===== src/rtl/stopwatch_up_pkg.sv =====
// Shared types and constants for the count-up BCD seconds stopwatch.
package stopwatch_up_pkg;

  localparam int DIGIT_W = 4;

  typedef enum logic [1:0] {
    ST_IDLE  = 2'd0,
    ST_RUN   = 2'd1,
    ST_PAUSE = 2'd2,
    ST_DONE  = 2'd3
  } state_t;

  localparam logic [15:0] LED_ALL = 16'hFFFF;
  localparam logic [15:0] LED_RUN = 16'h0001;
  localparam logic [15:0] LED_LAP = 16'h0002;
  localparam logic [15:0] LED_OFF = 16'h0000;

  // Next value of a single BCD digit counting 0..9.
  function automatic logic [DIGIT_W-1:0] bcd_next(input logic [DIGIT_W-1:0] d);
    return (d == 4'd9) ? 4'd0 : d + 4'd1;
  endfunction

endpackage


===== src/rtl/stopwatch_up_bcd_up.sv =====
// One BCD digit that counts up on inc and wraps to 0 after reaching limit.
module bcd_up
  import stopwatch_up_pkg::*;
(
  input  logic               clk,
  input  logic               rst_h,
  input  logic               clr,
  input  logic               inc,
  input  logic [DIGIT_W-1:0] limit,
  output logic [DIGIT_W-1:0] q,
  output logic               carry
);

  logic [DIGIT_W-1:0] q_q;
  logic [DIGIT_W-1:0] q_d;
  logic               wrap;

  assign wrap  = inc && (q_q == limit);
  assign carry = wrap;
  assign q     = q_q;

  always_comb begin
    q_d = q_q;
    if (clr) begin
      q_d = '0;
    end else if (inc) begin
      q_d = wrap ? '0 : q_q + 4'd1;
    end
  end

  always_ff @(posedge clk) begin
    if (rst_h) begin
      q_q <= '0;
    end else begin
      q_q <= q_d;
    end
  end

endmodule


===== src/rtl/stopwatch_up.sv =====
// Count-up BCD seconds stopwatch with start/pause and lap/clear buttons.
// Optional lap-hold display is enabled by defining STOPWATCH_LAP_EN.
module stopwatch_up
  import stopwatch_up_pkg::*;
#(
  parameter logic [3:0] LIMIT_TENS = 4'd3,
  parameter logic [3:0] LIMIT_ONES = 4'd0
) (
  input  logic         clk,
  input  logic         rst_h,
  input  logic         tick_1hz,
  input  logic         start_pulse,
  input  logic         lap_pulse,
  output logic [3:0]   value1,
  output logic [3:0]   value0,
  output logic         running,
  output logic         done,
  output logic [15:0]  led,
  output state_t       state_dbg
);

  // Handshake: tick_1hz, start_pulse and lap_pulse are one-clk-wide
  // strobes with no ready/back-pressure; each is consumed on the edge it is seen.
  state_t             state_q;
  logic               running_q;
  logic               done_q;
  logic [15:0]        led_q;
  logic [DIGIT_W-1:0] ones_q;
  logic [DIGIT_W-1:0] tens_q;
  logic [DIGIT_W-1:0] ones_d;
  logic [DIGIT_W-1:0] tens_d;
  logic               ones_carry;
  logic               tens_carry_unused;
  logic               run_tick;
  logic               hit;
  logic               clr;

  assign run_tick = (state_q == ST_RUN) && tick_1hz;

  // Look-ahead of the incremented count, so DONE is entered on the same edge.
  assign ones_d = bcd_next(ones_q);
  assign tens_d = (ones_q == 4'd9) ? tens_q + 4'd1 : tens_q;
  assign hit    = run_tick && (tens_d == LIMIT_TENS) && (ones_d == LIMIT_ONES);

  assign clr = ((state_q == ST_DONE)  && start_pulse) ||
               ((state_q == ST_PAUSE) && lap_pulse && !start_pulse);

  bcd_up u_ones (
    .clk   (clk),
    .rst_h (rst_h),
    .clr   (clr),
    .inc   (run_tick),
    .limit (4'd9),
    .q     (ones_q),
    .carry (ones_carry)
  );

  bcd_up u_tens (
    .clk   (clk),
    .rst_h (rst_h),
    .clr   (clr),
    .inc   (ones_carry),
    .limit (LIMIT_TENS),
    .q     (tens_q),
    .carry (tens_carry_unused)
  );

`ifdef STOPWATCH_LAP_EN
  logic               hold_q;
  logic [DIGIT_W-1:0] snap1_q;
  logic [DIGIT_W-1:0] snap0_q;
`endif

  always_ff @(posedge clk) begin
    if (rst_h) begin
      state_q   <= ST_IDLE;
      running_q <= 1'b0;
      done_q    <= 1'b0;
      led_q     <= LED_OFF;
`ifdef STOPWATCH_LAP_EN
      hold_q    <= 1'b0;
      snap1_q   <= '0;
      snap0_q   <= '0;
`endif
    end else begin
      case (state_q)
        ST_IDLE: begin
          if (start_pulse) begin
            state_q   <= ST_RUN;
            running_q <= 1'b1;
            led_q     <= LED_RUN;
          end
        end
        ST_RUN: begin
          if (hit) begin
            state_q   <= ST_DONE;
            running_q <= 1'b0;
            done_q    <= 1'b1;
            led_q     <= LED_ALL;
`ifdef STOPWATCH_LAP_EN
            hold_q    <= 1'b0;
`endif
          end else if (start_pulse) begin
            state_q   <= ST_PAUSE;
            running_q <= 1'b0;
            led_q     <= LED_OFF;
`ifdef STOPWATCH_LAP_EN
            hold_q    <= 1'b0;
`endif
          end
`ifdef STOPWATCH_LAP_EN
          else if (lap_pulse) begin
            hold_q  <= !hold_q;
            snap1_q <= tens_q;
            snap0_q <= ones_q;
            led_q   <= hold_q ? LED_RUN : (LED_RUN | LED_LAP);
          end
`endif
        end
        ST_PAUSE: begin
          if (start_pulse) begin
            state_q   <= ST_RUN;
            running_q <= 1'b1;
            led_q     <= LED_RUN;
          end else if (lap_pulse) begin
            state_q   <= ST_IDLE;
          end
        end
        default: begin
          if (start_pulse) begin
            state_q <= ST_IDLE;
            done_q  <= 1'b0;
            led_q   <= LED_OFF;
          end
        end
      endcase
    end
  end

`ifdef STOPWATCH_LAP_EN
  assign value1 = hold_q ? snap1_q : tens_q;
  assign value0 = hold_q ? snap0_q : ones_q;
`else
  assign value1 = tens_q;
  assign value0 = ones_q;
`endif

  assign running   = running_q;
  assign done      = done_q;
  assign led       = led_q;
  assign state_dbg = state_q;

endmodule


===== config.mk =====
export PLATFORM = sky130hd
export DESIGN_NAME = stopwatch_up
export DESIGN_NICKNAME = d
export VERILOG_FILES = /design/src/rtl/stopwatch_up_pkg.sv /design/src/rtl/stopwatch_up_bcd_up.sv /design/src/rtl/stopwatch_up.sv
export SDC_FILE = /design/constraint.sdc
export NUM_CORES = 1
export LEC_CHECK = 0
export CAP_MARGIN = 10
export CORE_ASPECT_RATIO = 1.25
export CORE_MARGIN = 3
export CORE_UTILIZATION = 50
export CTS_BUF_LIST = sky130_fd_sc_hd__clkbuf_8
export DETAILED_ROUTE_END_ITERATION = 8
export PLACE_DENSITY = 0.89
export SYNTH_ARGS = -nofsm -noshare
export SYNTH_HDL_FRONTEND = slang
export SYNTH_SLANG_ARGS = --single-unit

===== constraint.sdc =====
create_clock -name clk -period 1.75 [get_ports clk]
set_input_delay 0.2625 -clock clk [delete_from_list [all_inputs] [get_ports clk]]
set_output_delay 0.2625 -clock clk [all_outputs]
set_load 0.005 [all_outputs]

==> qor_table.md, run 1 <==
| Parameter | This run |
|---|---|
| Result of the run | finished clean |
| Number of synthesized register bits | 28 |
| Final antenna diode count | 0 |
| Leak | 0.642 nW |
| Slew at the pin closest to its max-slew limit | 0.335 ns |
| Netlist cell types | 36 |
| Register-to-Register Path Depth | 7 |
| Sequential area share after synthesis | 38.3% |
| FF+latch area | 562 um2 |
| Final hold vios | 0 |
| Period minus WS final | 1.66 ns |
| Number of nets still failing antenna checks after routing | 0 |
| Share of the cycle needed by the critical path after routing | 94.7% |
| Floorplan row count | 21 |
| Core Region | 0.00273 mm2 |
| Standard cell area after detailed placement | 0.00185 mm2 |
| Number of buffers on the longest clock path | 2 |
| Number of cells produced by synthesis | 162 |
| Number of input and output port buffers inserted | 32 |
| Worst-case clock skew | 0.00411 ns |
| Clock tree from TritonCTS | built |
| Die ar. | 0.00362 mm2 |
| Residual overflow from global routing | 0 |
| Sink Count | 28 |
| Arrival time worst endpoint | 1.85 ns |
| Area of combinational cells with multiple inputs | 808 um2 |
| H-tree Lvls | 1 |
| Data required time at the worst endpoint | 1.94 ns |
| Post-synthesis instance area | 0.00147 mm2 |
| Unrepaired setup endpoints after global routing | false |
| Final sum of negative setup slack | 0 ns |
| I/O pins | 33 |
| Maximum capacitance violations | 0 |
| Pre-Repair DR Iteration Count | 4 |
| Power Dens Cells | 675 mW/mm2 |
| Cell at the root of the clock tree | sky130_fd_sc_hd__clkbuf_8 |
| Critical path class | flop to flop |
| Finished Cell Area | 0.00193 mm2 |
| Setup violators final | 0 |
| Via count of the first global-routing pass | 1338 |
| Initial Util | 53.6% |
| Fill cell total of the finished layout | 222 |
| Synthesized Nets | 170 |
| Maximum VDD drop | 0.543 mV |
| Number of slew-limit violations in the final report | 0 |
| Routability-driven placement congestion ratio | 0.737 |
| Vias post-DR | 1357 |
| YS warnings | 0 |
| Pin count of the biggest net entering global routing | 31 |
| Most used cells in the layout excluding fill and tap cells | sky130_fd_sc_hd__a21oi_1, sky130_fd_sc_hd__clkdlybuf4s50_1, sky130_fd_sc_hd__dfxtp_1 |
| Wire length of the first global-routing pass | 5.66 mm |
| Chip width | 54.4 um |
| Die boundary height | 66.5 um |
| Starting DRT DRC Count | 47 |
| Kind of start point of the critical path | flop |
| Initial antenna violation count | 0 |
| Average footprint of a synthesized cell | 9.04 um2 |
| Endpoint kind of the worst setup timing path | flop |
| Clk Latency, worst-skew pair | 0.28 ns |
| Register clock-pin slew on the reported worst setup and hold paths | 0.10 ns |
| Post-DR wirelength/cell | 15.0 um |
| CTS Hold Bufs | 0 |
| Type of the tightest min-delay check | flop to flop |
| Area overhead of the layout relative to synthesis | 31.9% |
| DRC violation count after routing | 0 |
| Largest fanout on the critical path | 18 |
| Number of clock buffers inserted by TritonCTS | 3 |
| Routed wire length | 3.44 mm |
| Number of cells traversed by the worst hold path | 2 |
| Half-perimeter wire length after placement | 2.51 mm |
| Post-layout nets | 204 |
| Relative slew slack | 77.6% |
| Drt via density | 5.93 |
| Share of cells above drive strength 1 | 20.0% |
| Max Clk Rate | 603 MHz |
| Global-route usage over all layers | 20.4% |
[worst max-delay path, cell delays in order (launching register included)]
cell	delay, ns
sky130_fd_sc_hd__dfxtp_1	0.37
sky130_fd_sc_hd__inv_1	0.07
sky130_fd_sc_hd__ha_1	0.19
sky130_fd_sc_hd__and3b_2	0.26
sky130_fd_sc_hd__and4_4	0.24
sky130_fd_sc_hd__buf_12	0.16
sky130_fd_sc_hd__a21oi_1	0.05
sky130_fd_sc_hd__a211oi_1	0.24
[cells in the mapped netlist]
cell | n | share of area [%]
sky130_fd_sc_hd__nand4_1 | 1 | 0.43
sky130_fd_sc_hd__nand2b_1 | 1 | 0.43
sky130_fd_sc_hd__mux2i_1 | 1 | 0.68
sky130_fd_sc_hd__nor3_1 | 6 | 2.0
sky130_fd_sc_hd__buf_6 | 3 | 2.3
sky130_fd_sc_hd__clkbuf_1 | 4 | 1.0
sky130_fd_sc_hd__nand3_2 | 1 | 0.68
sky130_fd_sc_hd__o211ai_1 | 1 | 0.51
sky130_fd_sc_hd__a2111o_1 | 1 | 0.77
sky130_fd_sc_hd__a21bo_2 | 1 | 0.68
sky130_fd_sc_hd__buf_12 | 1 | 1.4
sky130_fd_sc_hd__inv_1 | 4 | 1.0
sky130_fd_sc_hd__and3b_1 | 1 | 0.60
sky130_fd_sc_hd__xnor2_1 | 2 | 1.2
sky130_fd_sc_hd__a21oi_2 | 9 | 5.4
sky130_fd_sc_hd__and3_1 | 1 | 0.43
sky130_fd_sc_hd__buf_2 | 5 | 1.7
sky130_fd_sc_hd__dfxtp_1 | 28 | 38
sky130_fd_sc_hd__a21oi_1 | 32 | 11
sky130_fd_sc_hd__and3b_2 | 1 | 0.68
sky130_fd_sc_hd__nand2_1 | 5 | 1.3
sky130_fd_sc_hd__or3b_1 | 1 | 0.60
sky130_fd_sc_hd__o21ai_0 | 5 | 1.7
sky130_fd_sc_hd__a211oi_2 | 9 | 7.7
sky130_fd_sc_hd__a31oi_1 | 3 | 1.3
sky130_fd_sc_hd__and2_1 | 1 | 0.43
sky130_fd_sc_hd__a41o_1 | 1 | 0.68
sky130_fd_sc_hd__nor2_1 | 10 | 2.6
sky130_fd_sc_hd__a21boi_0 | 1 | 0.51
sky130_fd_sc_hd__ha_1 | 3 | 2.6
sky130_fd_sc_hd__a211o_1 | 1 | 0.60
sky130_fd_sc_hd__nand3_1 | 2 | 0.68
sky130_fd_sc_hd__nand3b_1 | 4 | 2.0
sky130_fd_sc_hd__a21o_1 | 4 | 2.0
sky130_fd_sc_hd__a211oi_1 | 7 | 3.6
sky130_fd_sc_hd__and4_1 | 1 | 0.60
[registers in the layout, summed over array words and instances (netlist names)]
signal and count:
state_dbg 2, led 16, u_tens.q 4, u_ones.q 4, done 1, running 1
[report_power, final]
group          total [mW]  switching (mW)  internal (mW)  leakage, nW
clock network       0.511           0.204          0.306       0.0357
registers           0.657          0.0110          0.646        0.227
logic               0.136          0.0737         0.0618        0.380
[logic make-up after synthesis]
logic type                 Yosys count  synth area share (%)
AOI/OAI and AO/OA                   75                  36.4
xor gates and xnor gates             2                  1.20
adders and majority gates            3                  2.56
buffers and inverters               17                  7.43
DFF                                 28                  38.3
muxes                                1                 0.683
and+or+nand+nor                     36                  13.5
[routing by layer]
layer,vias up,GRT usage (%),share of wire (%)
li1,667,-,-
met1,653,23.3,42
met2,33,37.6,53
met3,4,2.01,4.2
met4,0,7.17,0.90
met5,-,0,0
[worst paths after layout]
check	endpoint	slack [ns]	start
worst max-delay path	led[15]	0.09	u_ones.q[1]
worst min register to register	u_tens.q[2]	0.56	u_tens.q[2]
worst max register to register	led[15]	0.09	u_ones.q[1]
worst min-delay path	u_tens.q[2]	0.56	u_tens.q[2]
[layout make-up]
cell class	instances	share of cell area, %
clock inverter	1	1.55
timing repair buffer	42	22.4
multi-input combinational	117	41.8
inverter	4	0.777
sequential	28	29.1
tap	34	2.20
clock buffer	3	2.14
[what timing repair did]
item	in CTS	in global routing
resized for setup	0	4
setup endpoints to repair	0	8
setup buffers	0	0
[stage by stage]
step | total power, mW | hold WS, ns | utilization [%] | worst slack (ns) | instances
6_report | 1.30 | 0.557 | 70.7 | 0.0924 | 229
5_1_grt | 1.34 | 0.597 | 70.7 | 0.00823 | 229
4_1_cts | 1.31 | 0.555 | 70.2 | 0.0532 | 229
3_5_place_dp | 0.805 | 0.536 | 67.6 | 0.0260 | 225
3_3_place_gp | 0.799 | 0.518 | 67.6 | 0.0998 | 225
2_1_floorplan | 0.750 | 0.420 | - | 0.108 | 162
(Power assumes the default switching activity.)
==> run 2, diff against run 1 <==
Settings changed: CAP_MARGIN 10 to 20.
==> results of run 2 <==
The final DEF is identical to that of run 1; final timing and power are the same.
==> run 3, diff against run 2 <==
Settings changed: CORE_UTILIZATION 50 to 25, PLACE_DENSITY 0.89 to 0.55.
==> run 3 against run 2 <==
Critical path depth is 5 lower. Global-route usage is 9.1 points lower. Clock power hardly changed. Routed wire length is 2.8% higher. First-iteration DRC count is 45% higher. Clock skew is 0.0050 ns higher. Final cell count is 15% higher. Via count is 0.59% lower. Power is 0.25% higher. Sequential share of layout area is 0.69 points lower. Combinational power hardly changed. Critical path type is now flop to output pin. Highest routed layer unchanged. Fmax is 0.13% lower.
==> qor_table.md, run 3 (synthesis results as in run 1) <==
| Parameter | This run |
|---|---|
| Result of the run | finished clean |
| Post-layout nets | 209 |
| Internal power | 1.02 mW |
| DP Cell Count | 260 |
| Area overhead of the layout relative to synthesis | 35.4% |
| CP max-delay cell | sky130_fd_sc_hd__clkdlybuf4s50_1 |
| Number of nets still failing antenna checks after routing | 0 |
| Period minus WS final | 1.66 ns |
| Register-to-Register Path Depth | 6 |
| Routed wire length | 3.54 mm |
| R2r endpoint | led[13] |
| Wire length of the first global-routing pass | 6.27 mm |
| Post-route insts no fill | 264 |
| Kind of start point of the critical path | flop |
| Core Region | 0.00556 mm2 |
| Vias post-DR | 1349 |
| Clk Latency, worst-skew pair | 0.28 ns |
| Number of buffers on the longest clock path | 2 |
| Floorplan row count | 30 |
| Switching power share of the total | 22.2% |
| Drt via density | 5.11 |
| Number of clock buffers inserted by TritonCTS | 3 |
| Slew at the pin closest to its max-slew limit | 0.268 ns |
| Residual overflow from global routing | 0 |
| Worst min-delay path endpoint | led[3] |
| Maximum VDD drop | 0.456 mV |
| Unrepaired setup endpoints after global routing | false |
| Die ar. | 0.00682 mm2 |
| Reg2Reg Launch Point | u_ones.q[0] |
| Power dissipated by switching net loads | 0.290 mW |
| Worst hold slack | 0.551 ns |
| Post-DR wirelength/cell | 13.4 um |
| Crit. path cell count | 2 |
| Routability-driven placement congestion ratio | 0.736 |
| Starting DRT DRC Count | 68 |
| Worst-case clock skew | 0.00908 ns |
| Final sum of negative setup slack | 0 ns |
| Number of slew-limit violations in the final report | 0 |
| Via count of the first global-routing pass | 1356 |
| Sink Count | 28 |
| Register clock-pin slew on the reported worst setup and hold paths | 0.10 ns |
| Min setup slack post-route | 0.0902 ns |
| Share of cells above drive strength 1 | 21.0% |
| Top delay family on crit path | buffers and inverters |
| Endpoint kind of the worst setup timing path | output pin |
| Hold path start | led[3] |
| Worst reg2reg setup slack | 0.15 ns |
| Data required time at the worst endpoint | 1.49 ns |
| Pre-CTS worst setup slack | 0.0375 ns |
| Number of cells traversed by the worst hold path | 2 |
| Clock network fraction of total power | 39.3% |
| Arrival time worst endpoint | 1.40 ns |
| Pre-Repair DR Iteration Count | 4 |
| Chip width | 74.5 um |
| Relative slew slack | 82.1% |
| H-tree Lvls | 1 |
| Largest fanout on the critical path | 7 |
| Number of input and output port buffers inserted | 32 |
| Fill cell total of the finished layout | 585 |
| Setup violators final | 0 |
| Final hold vios | 0 |
| Maximum cell stage delay along the critical path | 0.50 ns |
| Maximum capacitance violations | 0 |
| Final antenna diode count | 0 |
| Type of the tightest min-delay check | flop to flop |
| Critical path class | flop to output pin |
| Post-layout util | 35.7% |
| Global-route usage over all layers | 11.3% |
| Leak | 0.663 nW |
| Pin count of the biggest net entering global routing | 21 |
| Most used cells in the layout excluding fill and tap cells | sky130_fd_sc_hd__a21oi_1, sky130_fd_sc_hd__clkdlybuf4s50_1, sky130_fd_sc_hd__dfxtp_1 |
| I/O pins | 33 |
| DRC violation count after routing | 0 |
| Power Dens Cells | 659 mW/mm2 |
| Cell at the root of the clock tree | sky130_fd_sc_hd__clkbuf_8 |
| Sequential share of power | 50.3% |
| Share of the cycle needed by the critical path after routing | 94.8% |
| Fraction of power consumed by combinational cells | 10.4% |
| Die boundary height | 91.6 um |
| Max FFs per register | 16 |
| Series of cell instances along the critical path | buf_4 -> clkdlybuf4s50_1 |
| CTS Hold Bufs | 0 |
| Max Clk Rate | 602 MHz |
| Initial Util | 26.4% |
| Initial antenna violation count | 0 |
| Count of buffer and inverter cells on the critical path | 2 |
| Clock tree from TritonCTS | built |
| Half-perimeter wire length after placement | 2.58 mm |
-- run 3: cell types whose count changed in the layout (fill, tap and decap cells not counted) --
cell | previous run | this run
sky130_fd_sc_hd__buf_4 | 7 | 13
sky130_fd_sc_hd__a211oi_1 | 5 | 7
sky130_fd_sc_hd__a211oi_2 | 11 | 9
sky130_fd_sc_hd__and4_1 | 0 | 1
sky130_fd_sc_hd__and4_4 | 1 | 0
sky130_fd_sc_hd__buf_12 | 3 | 2
sky130_fd_sc_hd__dfxtp_1 | 27 | 26
sky130_fd_sc_hd__dfxtp_2 | 1 | 2
-- run 3: per-layer routing --
layer / track usage [%] / part of all wire [%] / up-vias
met5: 0 / 0 / -
met4: 2.97 / 0.68 / 0
met3: 1.33 / 4.2 / 2
met2: 18.8 / 49 / 31
met1: 15.1 / 46 / 641
li1: - / - / 675
-- run 3: repair_timing --
| item | in CTS | in global routing |
|---|---|---|
| endpoints found under the setup margin | 0 | 7 |
| setup buffers | 0 | 0 |
| gates resized for setup | 0 | 2 |
-- run 3: worst max-delay path by stage --
| stage | startpoint | to | slack [ns] |
|---|---|---|---|
| 3_3_place_gp | start_pulse | u_tens.q[0] | 0.04 |
| 5_1_grt | state_dbg[1] | state_dbg[1] | 0.01 |
| 2_1_floorplan | u_ones.q[1] | led[10] | 0.11 |
| 4_1_cts | u_ones.q[0] | led[13] | 0.06 |
| 6_report | state_dbg[1] | state_dbg[1] | 0.09 |
| 3_5_place_dp | start_pulse | u_tens.q[1] | 0.04 |
-- run 3: area by class of cell --
class	instances	area [um2]	share of cell area [%]
Clock buffer	3	41.3	2.08
Clock inverter	1	30.0	1.51
Inverter	4	15.0	0.757
Multi-Input combinational cell	117	796	40.1
Sequential cell	28	563	28.4
Tap cell	64	80.1	4.04
Timing Repair Buffer	47	458	23.1
-- run 3: per-stage QoR --
stage	total power, mW	instance area (um2)
after global routing	1.36	1980
after floorplan	0.750	1470
after detailed placement	0.808	1910
after global placement	0.808	1910
final	1.31	1980
after CTS	1.32	1980
-- run 3: power by group through the flow --
stage | Sequential [mW] | Combinational, mW | Clock (mW)
3_5_place_dp | 0.672 | 0.136 | 0
3_3_place_gp | 0.672 | 0.136 | 0
4_1_cts | 0.657 | 0.137 | 0.525
5_1_grt | 0.659 | 0.154 | 0.547
2_1_floorplan | 0.669 | 0.0809 | 0
6_report | 0.657 | 0.135 | 0.514
-- run 3: worst min-delay path: cells and delay by family (launching register included) --
kind,cells,cell delay [ns]
DFF,1,0.33
AOI/OAI and AO/OA,2,0.17
